[config.mk]
export PLATFORM = sky130hd
export DESIGN_NAME = wb_stage
export DESIGN_NICKNAME = d
export VERILOG_FILES = /design/src/rtl/wb_stage.sv
export SDC_FILE = /design/constraint.sdc
export NUM_CORES = 1
export LEC_CHECK = 0
export ABC_AREA = 0
export BUFFER_PORTS_ARGS = -buffer_cell sky130_fd_sc_hd__clkbuf_2
export CORE_AREA = 2 2 105 81
export CTS_BUF_LIST = sky130_fd_sc_hd__clkbuf_4
export DETAILED_ROUTE_END_ITERATION = 8
export DIE_AREA = 0 0 107 83
export GPL_TIMING_DRIVEN = 0
export HOLD_SLACK_MARGIN = 0.15
export PLACE_DENSITY = 0.83
export SLEW_MARGIN = 20
export SYNTH_ARGS = -nofsm -noshare
export SYNTH_HDL_FRONTEND = slang
export SYNTH_SLANG_ARGS = --single-unit
[constraint.sdc]
create_clock -name clk -period 3.7 [get_ports clk]
set_input_delay 0.74 -clock clk [delete_from_list [all_inputs] [get_ports clk]]
set_output_delay 0.74 -clock clk [all_outputs]
set_load 0.02 [all_outputs]
[src/rtl/wb_stage.sv]
// Write-back merge stage: ALU results and load results share one register-file
// write port; loads wait in a 2-entry FIFO, and the currently presented write is forwarded.
module wb_stage #(
    parameter int WIDTH = 16
) (
    input  logic             clk,
    input  logic             rst,
    input  logic             alu_valid,
    input  logic [4:0]       alu_rd,
    input  logic [WIDTH-1:0] alu_data,
    input  logic             mem_valid,
    input  logic [4:0]       mem_rd,
    input  logic [WIDTH-1:0] mem_data,
    output logic             mem_ready,
    output logic [4:0]       rd,
    output logic [WIDTH-1:0] data,
    input  logic [4:0]       q0,
    input  logic [4:0]       q1,
    output logic             fwd0_hit,
    output logic             fwd1_hit,
    output logic [WIDTH-1:0] fwd0_val,
    output logic [WIDTH-1:0] fwd1_val
);

    localparam logic [4:0] R_ZERO = 5'd0;

    logic             ent_vld  [2];
    logic [4:0]       ent_rd   [2];
    logic [WIDTH-1:0] ent_data [2];
    logic             head;
    logic             tail;
    logic [1:0]       count;

    logic             alu_wr;
    logic             mem_keep;
    logic             nx;
    logic             occ0;
    logic             occ1;
    logic             live0;
    logic             live1;
    logic             fifo_wr;
    logic             fifo_sel;
    logic [1:0]       pops;
    logic             push;
    logic             bypass;
    logic [4:0]       wr_rd;
    logic [WIDTH-1:0] wr_data;

    always_comb begin
        alu_wr    = alu_valid && (alu_rd != R_ZERO);
        mem_ready = (count != 2'd2);
        // A load racing an ALU write to the same register is already stale.
        mem_keep  = mem_valid && mem_ready && (mem_rd != R_ZERO)
                    && !(alu_wr && (mem_rd == alu_rd));

        nx    = ~head;
        occ0  = (count != 2'd0);
        occ1  = (count == 2'd2);
        live0 = occ0 && ent_vld[head] && !(alu_wr && (ent_rd[head] == alu_rd));
        live1 = occ1 && ent_vld[nx]   && !(alu_wr && (ent_rd[nx]   == alu_rd));

        fifo_wr  = 1'b0;
        fifo_sel = head;
        pops     = 2'd0;
        // Dead entries are popped for free, so they never take the write slot.
        if (alu_wr) begin
            if (!live0)
                pops = occ1 ? (live1 ? 2'd1 : 2'd2) : (occ0 ? 2'd1 : 2'd0);
        end else if (live0) begin
            fifo_wr = 1'b1;
            pops    = (occ1 && !live1) ? 2'd2 : 2'd1;
        end else if (live1) begin
            fifo_wr  = 1'b1;
            fifo_sel = nx;
            pops     = 2'd2;
        end else begin
            pops = count;
        end

        push   = mem_keep && (alu_wr || fifo_wr);
        bypass = mem_keep && !alu_wr && !fifo_wr;

        wr_rd   = R_ZERO;
        wr_data = data;
        if (alu_wr) begin
            wr_rd   = alu_rd;
            wr_data = alu_data;
        end else if (fifo_wr) begin
            wr_rd   = ent_rd[fifo_sel];
            wr_data = ent_data[fifo_sel];
        end else if (bypass) begin
            wr_rd   = mem_rd;
            wr_data = mem_data;
        end
    end

    // Register-file write port and FIFO control update at the edge.
    always_ff @(posedge clk) begin
        if (rst) begin
            rd    <= R_ZERO;
            data  <= '0;
            head  <= 1'b0;
            tail  <= 1'b0;
            count <= 2'd0;
            for (int i = 0; i < 2; i++)
                ent_vld[i] <= 1'b0;
        end else begin
            rd    <= wr_rd;
            data  <= wr_data;
            head  <= head ^ pops[0];
            tail  <= tail ^ push;
            count <= count - pops + {1'b0, push};
            for (int i = 0; i < 2; i++) begin
                if (alu_wr && (ent_rd[i] == alu_rd))
                    ent_vld[i] <= 1'b0;
                if (push && (tail == 1'(i)))
                    ent_vld[i] <= 1'b1;
            end
        end
    end

    always_ff @(posedge clk) begin
        if (push) begin
            ent_rd[tail]   <= mem_rd;
            ent_data[tail] <= mem_data;
        end
    end

    always_comb begin
        fwd0_hit = (q0 == rd) && (rd != R_ZERO);
        fwd1_hit = (q1 == rd) && (rd != R_ZERO);
        fwd0_val = fwd0_hit ? data : '0;
        fwd1_val = fwd1_hit ? data : '0;
    end

endmodule
=== Word-level counts from Yosys, hierarchy flattened ===
Memories as Yosys holds them, arrays and structs flattened. A register that Yosys moved wholly into a read port is not among the register bits.
Index checks and enable logic that the tools add are counted.
W data, S select, Z words.

* Register bits after elaboration: 25
* Logic and storage cells: 104
* RAM bits: 44
* Memories: 3

{| class="wikitable"
|+ Memories
! name !! words !! width !! read ports !! clocked after Yosys merged registers in !! wr ports !! RTL line !! text
|-
| ent_data || 2 || 16 || 1 || 0 || 1 || 29 || <nowiki>logic [WIDTH-1:0] ent_data [2];</nowiki>
|-
| ent_rd || 2 || 5 || 5 || 1 || 1 || 28 || <nowiki>logic [4:0] ent_rd [2];</nowiki>
|-
| ent_vld || 2 || 1 || 2 || 1 || 2 || 27 || <nowiki>logic ent_vld [2];</nowiki>
|}

* Eq/ne operators: 9
* Bitwise operators: 8
* Add/subtract/negate cells: 2
* Mux-type cells: 44
* Reduce and logical (&&, ||, !) cells: 33

{| class="wikitable"
|+ Operators by type and width
! operator !! count
|-
| $mux W16 || 5
|-
| $eq A5 B5 Y1 || 7
|-
| $mux W1 || 29
|-
| $logic_and A1 B1 Y1 || 21
|-
| $mux W5 || 3
|-
| $reduce_bool A5 Y1 || 3
|-
| $mux W2 || 7
|-
| $logic_not A1 Y1 || 6
|-
| $or A1 B1 Y1 || 4
|-
| $reduce_bool A3 Y1 || 1
|-
| $add A2 B1 Y2 || 1
|-
| $eq A2 B2 Y1 const B || 1
|-
| $ne A2 B2 Y1 const B || 1
|-
| $not A1 Y1 || 2
|-
| $reduce_bool A2 Y1 || 1
|-
| $sub A2 B2 Y2 || 1
|-
| $xor A1 B1 Y1 || 2
|-
| $logic_or A1 B1 Y1 || 1
|}

=== Logic depth before layout (Yosys ltp) ===
Gate-level depths: netlist (run 1).
An unclocked memory read counts as a cell.

* Word-level depth: 16
* Depth in mapped cells: 13
* Depth with buffers taken out: 11

=== Worst setup path after synthesis (run 1) ===
OpenSTA, ideal clock, no wires.

* Path type: input-to-reg
* Start: input alu_rd[2]
* End: memory ent_vld[0] (enable)
* Cell stages on the path: 9
* Setup time: 0.249 ns
* Buffers on the path: 3
* Data arrival time: 3.383 ns
* Path slack: 0.068 ns
* Path through: buf_4 or4_4 o21a_4 clkbuf_1 clkbuf_1 o311ai_0 inv_1 ha_1 a311o_1

{| class="wikitable"
|+ RTL lines
! item !! RTL line !! text
|-
| start: declaration || 9 || <nowiki>input logic [4:0] alu_rd,</nowiki>
|-
| end: declaration || 27 ||
|}

==> results.ini, run 1 <==
[status]
outcome=finished clean

[worst_hold_path]
holdCritPathClass=in2reg
holdPathEnd=ent_data[0][1]
hold_path_depth=1
hp-start=mem_data[1]

[placement]
portBuffers=109
dp_slack_ps=-623
hpwl_um=6950
place_congestion=0.929

[route]
num_vias=3200
via_per_inst=5.68
wl_per_cell_um=17.0
drc_errors=0
first_iter_violations=286
firstDrtPassIters=5
antenna_left=0
wl_um=9580

[worst_setup_path]
crit_fanout=23
cp_data_arrival_time_ps=3630
ff2ff_setup_slack_ps=590
ff2ff_path_depth=11
reg2reg_from=ent_rd[1][0]
cp_data_required_time_ps=3870
end_kind=register
critPathLaunchType=primary input
crit_type=in2reg
worstReg2RegEnd=count[1]
timing.critical_path.from=alu_rd[0]

[synthesis]
netlist_instances=333
yosys.area_share.adder=0.0136
synth_flop_cell=edfxtp_1
synth_nets=393
ys_ff_latch=69
synthArstFlopShare=0
synthXorXnorAreaFrac=0.0642
yosysWarnings=0
seq_area_frac_synth=0.492
postSynthAreaPerCell_sq_um=11.1
synth-edff-count=43
synth_top_family_by_area=simple AND/OR/NAND/NOR gates
ys_types=51
synthMuxAreaShare=0.0577
synth-simple-area-share=0.187
syn-cell-area_sq_um=3680
synth_compound_area_frac=0.151

[grt]
grt_use_total=0.216
grt_pass1_vias=2983
grt_pass1_wl_um=15200
grt_max_degree=24
gr-usage-met3=0.0495
busiest_layer=met2
grtUsageMet1=0.298
antenna_found_initial=0
gr-usage-met2=0.339
grt_overflow=0

[floorplan]
die_h_um=83
boundaryPins=112
die_width_um=107
num_rows=28
die_area_sq_um=8880
design.core.area_sq_um=7810
start_util=0.472

[timing]
final_max_slew_viol_count=0
setup_slack_ps=232
finalSetupViolCount=0
tns_ps=0
worst_slew_pin_slew_ps=1000
rsz0062_at_grt=false
post-route-period-util=0.937
timing.fmax_mhz=288
final.min_clock_period_ps=3470
finClkSkew_ps=26.3
final_hold_viol_count=0
relSlewSlack=0.327

[clock_network]
cts_hold_buf=0
cts.sinks=69
htreeDepth=3
root_buffer=clkbuf_4
path_clk_slew_ps=120
cts_tree=yes
clk_latency_ps=420
cts_made_buffers=9
ctsLongestPathBuffers=2

[final_layout]
diodes=0
fin_nets=513
fillers=638
drive_gt1_frac=0.332
areaGrowthSynthToFinish_pct=23.8

[job]
maxCapViolations=0

[pwr]
clockPowerShare=0.266
p_sw_frac=0.329
ir_worst_vdd_mv=0.211
power.density_nw_per_um2=514
combPwrFrac=0.305
intPower_uw=1570
p_leak_uw=0.00189
p_seq_frac=0.429
p_sw_uw=772

[routing by layer]
metal,part of all wire,wire (um)
met2,0.46,4410
met3,0.064,614
met5,0,0
met1,0.46,4390
met4,0.017,160
[worst max-delay path, stage by stage]
cell and delay (ps):
clkbuf_2 150, or4_4 570, o21a_4 240, clkbuf_1 260, clkbuf_1 310, o311ai_1 420, inv_1 120, ha_2 400
a311o_1 400
[cell type report]
type | instances | area (sq um) | share of cell area
Buffer | 23 | 118 | 0.0258
Clock buffer | 10 | 75.1 | 0.0165
Clock inverter | 6 | 113 | 0.0247
Inverter | 3 | 11.3 | 0.00247
Multi-Input combinational cell | 238 | 1760 | 0.385
Sequential cell | 69 | 1810 | 0.397
Tap cell | 105 | 131 | 0.0288
Timing Repair Buffer | 109 | 546 | 0.120
[sequential cells by signal (all words and copies together) (netlist names)]
signal    flops
count         2
data         16
ent_data     32
ent_rd       10
ent_vld       2
head          1
rd            5
tail          1
[metrics by stage]
stage / cells / cell area (sq um) / hold slack (ps) / util / power (uW)
floorplan: 333 / 3680 / 501 / - / 1510
global placement: 547 / 4360 / 528 / 0.558 / 1700
detailed placement: 547 / 4360 / 545 / 0.558 / 1730
CTS: 563 / 4550 / 499 / 0.583 / 2350
global route: 563 / 4560 / 503 / 0.584 / 2460
finish: 563 / 4560 / 516 / 0.584 / 2350
[what timing repair did]
action                                  CTS  global route
hold endpoints to repair                  0             0
cloned                                    0             0
resized for setup                         1             1
endpoints found under the setup margin    1             2
buffers inserted                          0             0
[how the worst max path moves through the flow]
stage / slack (ps) / cells past startpoint / endpoint
finish: 230 / 9 / ent_vld[0]
global route: 40 / 9 / ent_vld[0]
detailed placement: -620 / 9 / ent_vld[0]
CTS: 50 / 9 / ent_data[1][15]
floorplan: 70 / 9 / ent_vld[0]
global placement: -570 / 9 / ent_vld[0]
[power by group through the flow]
stage	logic (uW)	clock network (uW)	registers (uW)
after floorplan	459	0	1050
after global placement	681	0	1020
after detailed placement	706	0	1020
after CTS	713	631	1010
after global routing	786	659	1020
final	716	623	1010
[cells in the mapped netlist (2+ instances only)]
| cell | n | area [sq um] |
|---|---|---|
| a211oi_1 | 7 | 52.6 |
| a21boi_0 | 5 | 37.5 |
| a21oi_1 | 4 | 20.0 |
| a22oi_1 | 16 | 120 |
| a31oi_1 | 5 | 31.3 |
| and2_1 | 33 | 206 |
| and3_1 | 5 | 31.3 |
| buf_2 | 4 | 20.0 |
| buf_4 | 2 | 15.0 |
| clkbuf_1 | 14 | 52.6 |
| dfxtp_1 | 26 | 521 |
| edfxtp_1 | 43 | 1290 |
| ha_1 | 4 | 50.1 |
| inv_1 | 3 | 11.3 |
| mux2_2 | 2 | 22.5 |
| mux2i_1 | 19 | 190 |
| nand3_1 | 4 | 20.0 |
| nand4_1 | 17 | 106 |
| nor2_1 | 16 | 60.1 |
| nor2b_1 | 4 | 25.0 |
| nor3_1 | 2 | 10.0 |
| nor4_1 | 4 | 25.0 |
| o21a_1 | 2 | 15.0 |
| o21ai_0 | 2 | 10.0 |
| o22ai_1 | 5 | 31.3 |
| o311ai_0 | 7 | 61.3 |
| o311ai_1 | 10 | 87.6 |
| or2_1 | 10 | 62.6 |
| or2_2 | 8 | 50.1 |
| or3_1 | 4 | 25.0 |
| xnor2_1 | 11 | 96.3 |
| xor2_1 | 16 | 140 |
[cells in the final DEF, fill, tap and decap left out, types with 5 or more instances in the layout]
| cell | count |
|---|---|
| clkbuf_2 | 109 |
| edfxtp_1 | 43 |
| and2_1 | 33 |
| dfxtp_1 | 26 |
| mux2i_1 | 19 |
| nand4_1 | 17 |
| xor2_1 | 16 |
| nor2_1 | 16 |
| a22oi_1 | 16 |
| clkbuf_1 | 14 |
| xnor2_1 | 11 |
| o311ai_1 | 11 |
| or2_1 | 10 |
| clkbuf_4 | 10 |
| or2_2 | 8 |
| a211oi_1 | 7 |
| o311ai_0 | 6 |
| and3_1 | 5 |
| a21boi_0 | 5 |
| o22ai_1 | 5 |
| a31oi_1 | 5 |
[cell families after synthesis]
family	Yosys count
simple gates	113
compound gates	73
flops	69
xor+xnor	27
buf+inv	26
mux	21
fa+ha+maj	4
Power figures use the tool's default switching activity.
==> run 2, diff against run 1 <==
- PLACE_DENSITY: 0.83 -> 0.77
==> run 2 against run 1 <==
  * Maximum frequency up 0.71%
  * Register-to-register slack improved by 40 ps
  * Critical path depth unchanged
  * Critical path type unchanged
  * Largest power group unchanged
==> results.ini, run 2 (same netlist as run 1, synthesis figures left out) <==
[grt]
grt_pass1_vias=3002
grt_use_total=0.214
grt_pass1_wl_um=15000
antenna_found_initial=0
grt_max_degree=24
grt_overflow=0

[route]
firstDrtPassIters=4
drc_errors=0
wl_um=9460
antenna_left=0
via_per_inst=5.49
first_iter_violations=203
num_vias=3091
wl_per_cell_um=16.8

[pwr]
clockPowerShare=0.244
ir_worst_vdd_mv=0.197
p_sw_frac=0.340
intPower_uw=1500
power.density_nw_per_um2=502
p_seq_frac=0.441
p_sw_uw=775
power_uw=2280
p_leak_uw=0.00187
combPwrFrac=0.314

[final_layout]
largestRegisters=ent_data x32, data x16, ent_rd x10
fin_nets=513
layout_common_cells=109 x clkbuf_2, 43 x edfxtp_1, 33 x and2_1, 26 x dfxtp_1, 19 x mux2i_1
diodes=0
regMostFlops=ent_data
drive_gt1_frac=0.332
layout_commonest_cell=clkbuf_2
areaGrowthSynthToFinish_pct=23.3
fillers=675
largest_register_ffs=32

[worst_setup_path]
crit_type=in2reg
crit_fanout=23
timing.critical_path.from=alu_rd[0]
reg2reg_from=head
end_kind=register
cp_data_arrival_time_ps=3620
ff2ff_path_depth=13
critPathLaunchType=primary input
ff2ff_setup_slack_ps=630
worstReg2RegEnd=count[1]
crit_end=ent_vld[0]
cp_data_required_time_ps=3880

[clock_network]
root_buffer=clkbuf_4
cts.sinks=69
htreeDepth=3
ctsLongestPathBuffers=2
cts_made_buffers=9
cts_setup_buffers=0
cts_tree=yes
clk_latency_ps=410
path_clk_slew_ps=120

[timing]
final.min_clock_period_ps=3440
rsz0062_at_grt=false
finalSetupViolCount=0
timing.fmax_mhz=290
worst_slew_pin_slew_ps=777
post-route-period-util=0.931
final_hold_viol_count=0
tns_ps=0
relSlewSlack=0.478
finClkSkew_ps=15.4
final_max_slew_viol_count=0

[floorplan]
die_area_sq_um=8880
design.core.area_sq_um=7810
num_rows=28
boundaryPins=112
die_h_um=83
start_util=0.472
die_width_um=107

[placement]
place_congestion=0.892
hpwl_um=6940
portBuffers=109

[status]
outcome=finished clean

[worst_hold_path]
holdCritPathClass=in2reg

[job]
maxCapViolations=0

## run 2: how the worst min path moves through the flow
stage,slack (ps),from,cells after the start,to
2_1_floorplan,500,ent_vld[1],2,ent_vld[1]
3_3_place_gp,530,ent_vld[1],2,ent_vld[1]
3_5_place_dp,550,tail,3,tail
4_1_cts,520,mem_data[13],1,ent_data[1][13]
5_1_grt,490,mem_data[7],1,ent_data[0][7]
6_report,540,mem_data[13],1,ent_data[1][13]
## run 2: layout make-up
| type | instances | area (sq um) | area share |
|---|---|---|---|
| multi-input cells | 238 | 1760 | 0.388 |
| clock inverters | 6 | 87.6 | 0.0193 |
| plain buffers | 23 | 118 | 0.0259 |
| well taps | 105 | 131 | 0.0289 |
| inverters | 3 | 11.3 | 0.00248 |
| clock buffers | 10 | 75.1 | 0.0165 |
| repair buffers | 109 | 546 | 0.120 |
| flip-flops and latches | 69 | 1810 | 0.399 |
## run 2: per-stage QoR
step / cells / util / hold slack, ps / setup slack [ps] / instance area [sq um]
floorplan: 333 / - / 501 / 68.2 / 3680
global placement: 547 / 0.558 / 535 / -644 / 4360
detailed placement: 547 / 0.558 / 545 / -638 / 4360
CTS: 563 / 0.579 / 519 / 80.3 / 4530
global route: 563 / 0.581 / 492 / 132 / 4540
finish: 563 / 0.581 / 539 / 257 / 4540
## run 2: layer usage
metal	vias up	global-route usage	share of wire
met5	-	0	0
met4	0	0.0661	0.0076
met3	6	0.0440	0.072
met2	119	0.343	0.47
met1	1458	0.292	0.45
li1	1508	-	-
## run 2: critical path, stage by stage
cell      delay, ps
clkbuf_2        140
or4_4           570
o21a_4          250
clkbuf_1        240
clkbuf_1        300
o311ai_1        450
inv_1           130
ha_2            400
a311o_1         400
## run 2: power groups by stage
stage / registers [uW] / clock network, uW / logic [uW]
detailed placement: 1020 / 0 / 707
floorplan: 1050 / 0 / 459
global route: 1020 / 602 / 785
CTS: 1010 / 563 / 711
global placement: 1020 / 0 / 689
finish: 1010 / 556 / 716
## run 2: timing repair
item	in CTS	in global routing
gates cloned	0	0
setup endpoints to repair	2	2
hold buffers	0	0
resized for setup	1	1
==> run 3, diff against run 2 <==
- CORE_AREA: 2 2 105 81 -> 2 2 96 75
- DIE_AREA: 0 0 107 83 -> 0 0 98 77
- PLACE_DENSITY: 0.77 -> 0.86
- clock period: 3.7 -> 4.2 ns (I/O delays scaled with it)
==> run 3 against run 2 <==
  * Via count is 4.0% higher
  * Die area decreased by 15%
  * Routed wire length grew 1.9%
  * Largest cell class unchanged
  * Highest routed layer unchanged
==> results.ini, run 3 (same netlist as run 1, synthesis figures left out) <==
[final_layout]
regMostFlops=ent_data
fillers=526
diodes=0
largest_register_ffs=32
fin_cells=542
multiInputGateArea_sq_um=1760
fin_nets=513
layout_commonest_cell=clkbuf_2
layout_common_cells=109 x clkbuf_2, 43 x edfxtp_1, 33 x and2_1, 26 x dfxtp_1, 19 x mux2i_1
largestRegisters=ent_data x32, data x16, ent_rd x10
areaGrowthSynthToFinish_pct=21.0
register_area_sq_um=1810
fin_area_sq_um=4460
drive_gt1_frac=0.328
final_util=0.675

[clock_network]
ctsLongestPathBuffers=2
cts_setup_buffers=0
clk_latency_ps=410
cts.sinks=69
path_clk_slew_ps=110
root_buffer=clkbuf_4
cts_made_buffers=9
cts_hold_buf=0
htreeDepth=3
cts_tree=yes
cts_resized=0

[grt]
antenna_found_initial=0
grt_use_total=0.262
grt_pass1_wl_um=15400
grt_overflow=0
grt_pass1_vias=3067
grt_max_degree=24

[route]
num_vias=3214
antenna_left=0
first_iter_violations=222
wirelength_met1_um=4070
dr_wl_met3_um=702
via_per_inst=5.93
highest_layer=met4
drc_errors=0
wl_met2_um=4740
wl_per_cell_um=17.8
wl_um=9640
firstDrtPassIters=5

[worst_hold_path]
holdCritPathClass=reg2reg
hp-start=ent_vld[1]

[pwr]
ir_worst_vdd_mv=0.198
p_leak_uw=0.00185
power.density_nw_per_um2=421

[timing]
post-route-period-util=0.896
rsz0062_at_grt=false
final_hold_viol_count=0
finClkSkew_ps=13.5
whs_ps=554
finalSetupViolCount=0
final.min_clock_period_ps=3760
relSlewSlack=0.313
timing.fmax_mhz=266
final_max_slew_viol_count=0
worst_slew_pin_slew_ps=1030
setup_slack_ps=438

[worst_setup_path]
timing.critical_path.from=alu_rd[0]
crit_end=ent_vld[0]
ff2ff_setup_slack_ps=1100
cp.depth=9
cp_top_family=compound AO/OA/AOI/OAI gates
end_kind=register
critPathLaunchType=primary input
cp_slowest_cell=o311ai_0
cp_data_required_time_ps=4390
ff2ff_path_depth=11
worstReg2RegEnd=count[1]
crit_type=in2reg
crit_buf_inv=4
cp_data_arrival_time_ps=3950
reg2reg_from=ent_rd[0][1]
crit_top_cell=clkbuf_1
slowest_delay_ps=610
crit_fanout=23
crit_path_cell_trace=clkbuf_2 -> or4_4 -> o21a_4 -> clkbuf_1 -> clkbuf_1 -> o311ai_0 -> inv_1 -> ha_2 -> a311o_1

[placement]
hpwl_um=7040
dp_slack_ps=-253
placed_cells=526
placed_cell_area_sq_um=4350
place_congestion=0.929
portBuffers=109

[floorplan]
die_h_um=77
die_width_um=98
num_rows=26
boundaryPins=112
start_util=0.558
design.core.area_sq_um=6600
die_area_sq_um=7550

[status]
outcome=finished clean

[job]
maxCapViolations=0

==> run 3: changes by cell type in the layout (fill, tap and decap cells not counted) <==
cell       change
clkinv_4       -1
ha_2           -1
clkinv_1       +1
o311ai_0       +1
clkinv_2       +2
o311ai_1       -1
clkbuf_4       -1
bufinv_16      -2
inv_6          +1
ha_1           +1
==> run 3: worst min path at each step <==
stage | end | cells after the start
6_report | ent_vld[1] | 2
5_1_grt | ent_data[1][2] | 1
4_1_cts | ent_vld[1] | 2
3_5_place_dp | ent_vld[1] | 2
3_3_place_gp | ent_vld[1] | 2
2_1_floorplan | ent_vld[1] | 2
==> run 3: cell type report <==
type | instances | share of cell area
flip-flops and latches | 69 | 0.406
well taps | 84 | 0.0236
clock buffers | 9 | 0.0152
inverters | 3 | 0.00253
repair buffers | 109 | 0.122
multi-input cells | 238 | 0.395
clock inverters | 7 | 0.00926
plain buffers | 23 | 0.0264
==> run 3: through the flow <==
| stage | setup TNS, ps | total power [uW] |
|---|---|---|
| 2_1_floorplan | 0 | 1330 |
| 3_3_place_gp | -289 | 1500 |
| 3_5_place_dp | -331 | 1530 |
| 4_1_cts | 0 | 1880 |
| 6_report | 0 | 1880 |
| 5_1_grt | 0 | 1980 |
==> run 3: worst register-to-register path, stage by stage, from the launching register on <==
cell      delay, ps
edfxtp_1        440
xor2_1          180
nor4_1          530
a32oi_1         320
a211oi_1        400
nor2_1          100
ha_1            280
inv_1            40
ha_1            180
xnor2_1         130
nor2b_1         130
mux2_2          270
==> run 3: metal layers <==
layer,global-route usage,vias up
met4,0.0917,0
met5,0,-
li1,-,1513
met2,0.416,148
met3,0.0766,12
met1,0.344,1541
==> run 3: report_power, final <==
group	switching, uW	total (uW)	internal [uW]	leakage, uW
sequential	63.1	885	822	0.000611
clock	238	355	117	0.0000572
combinational	383	638	255	0.00118
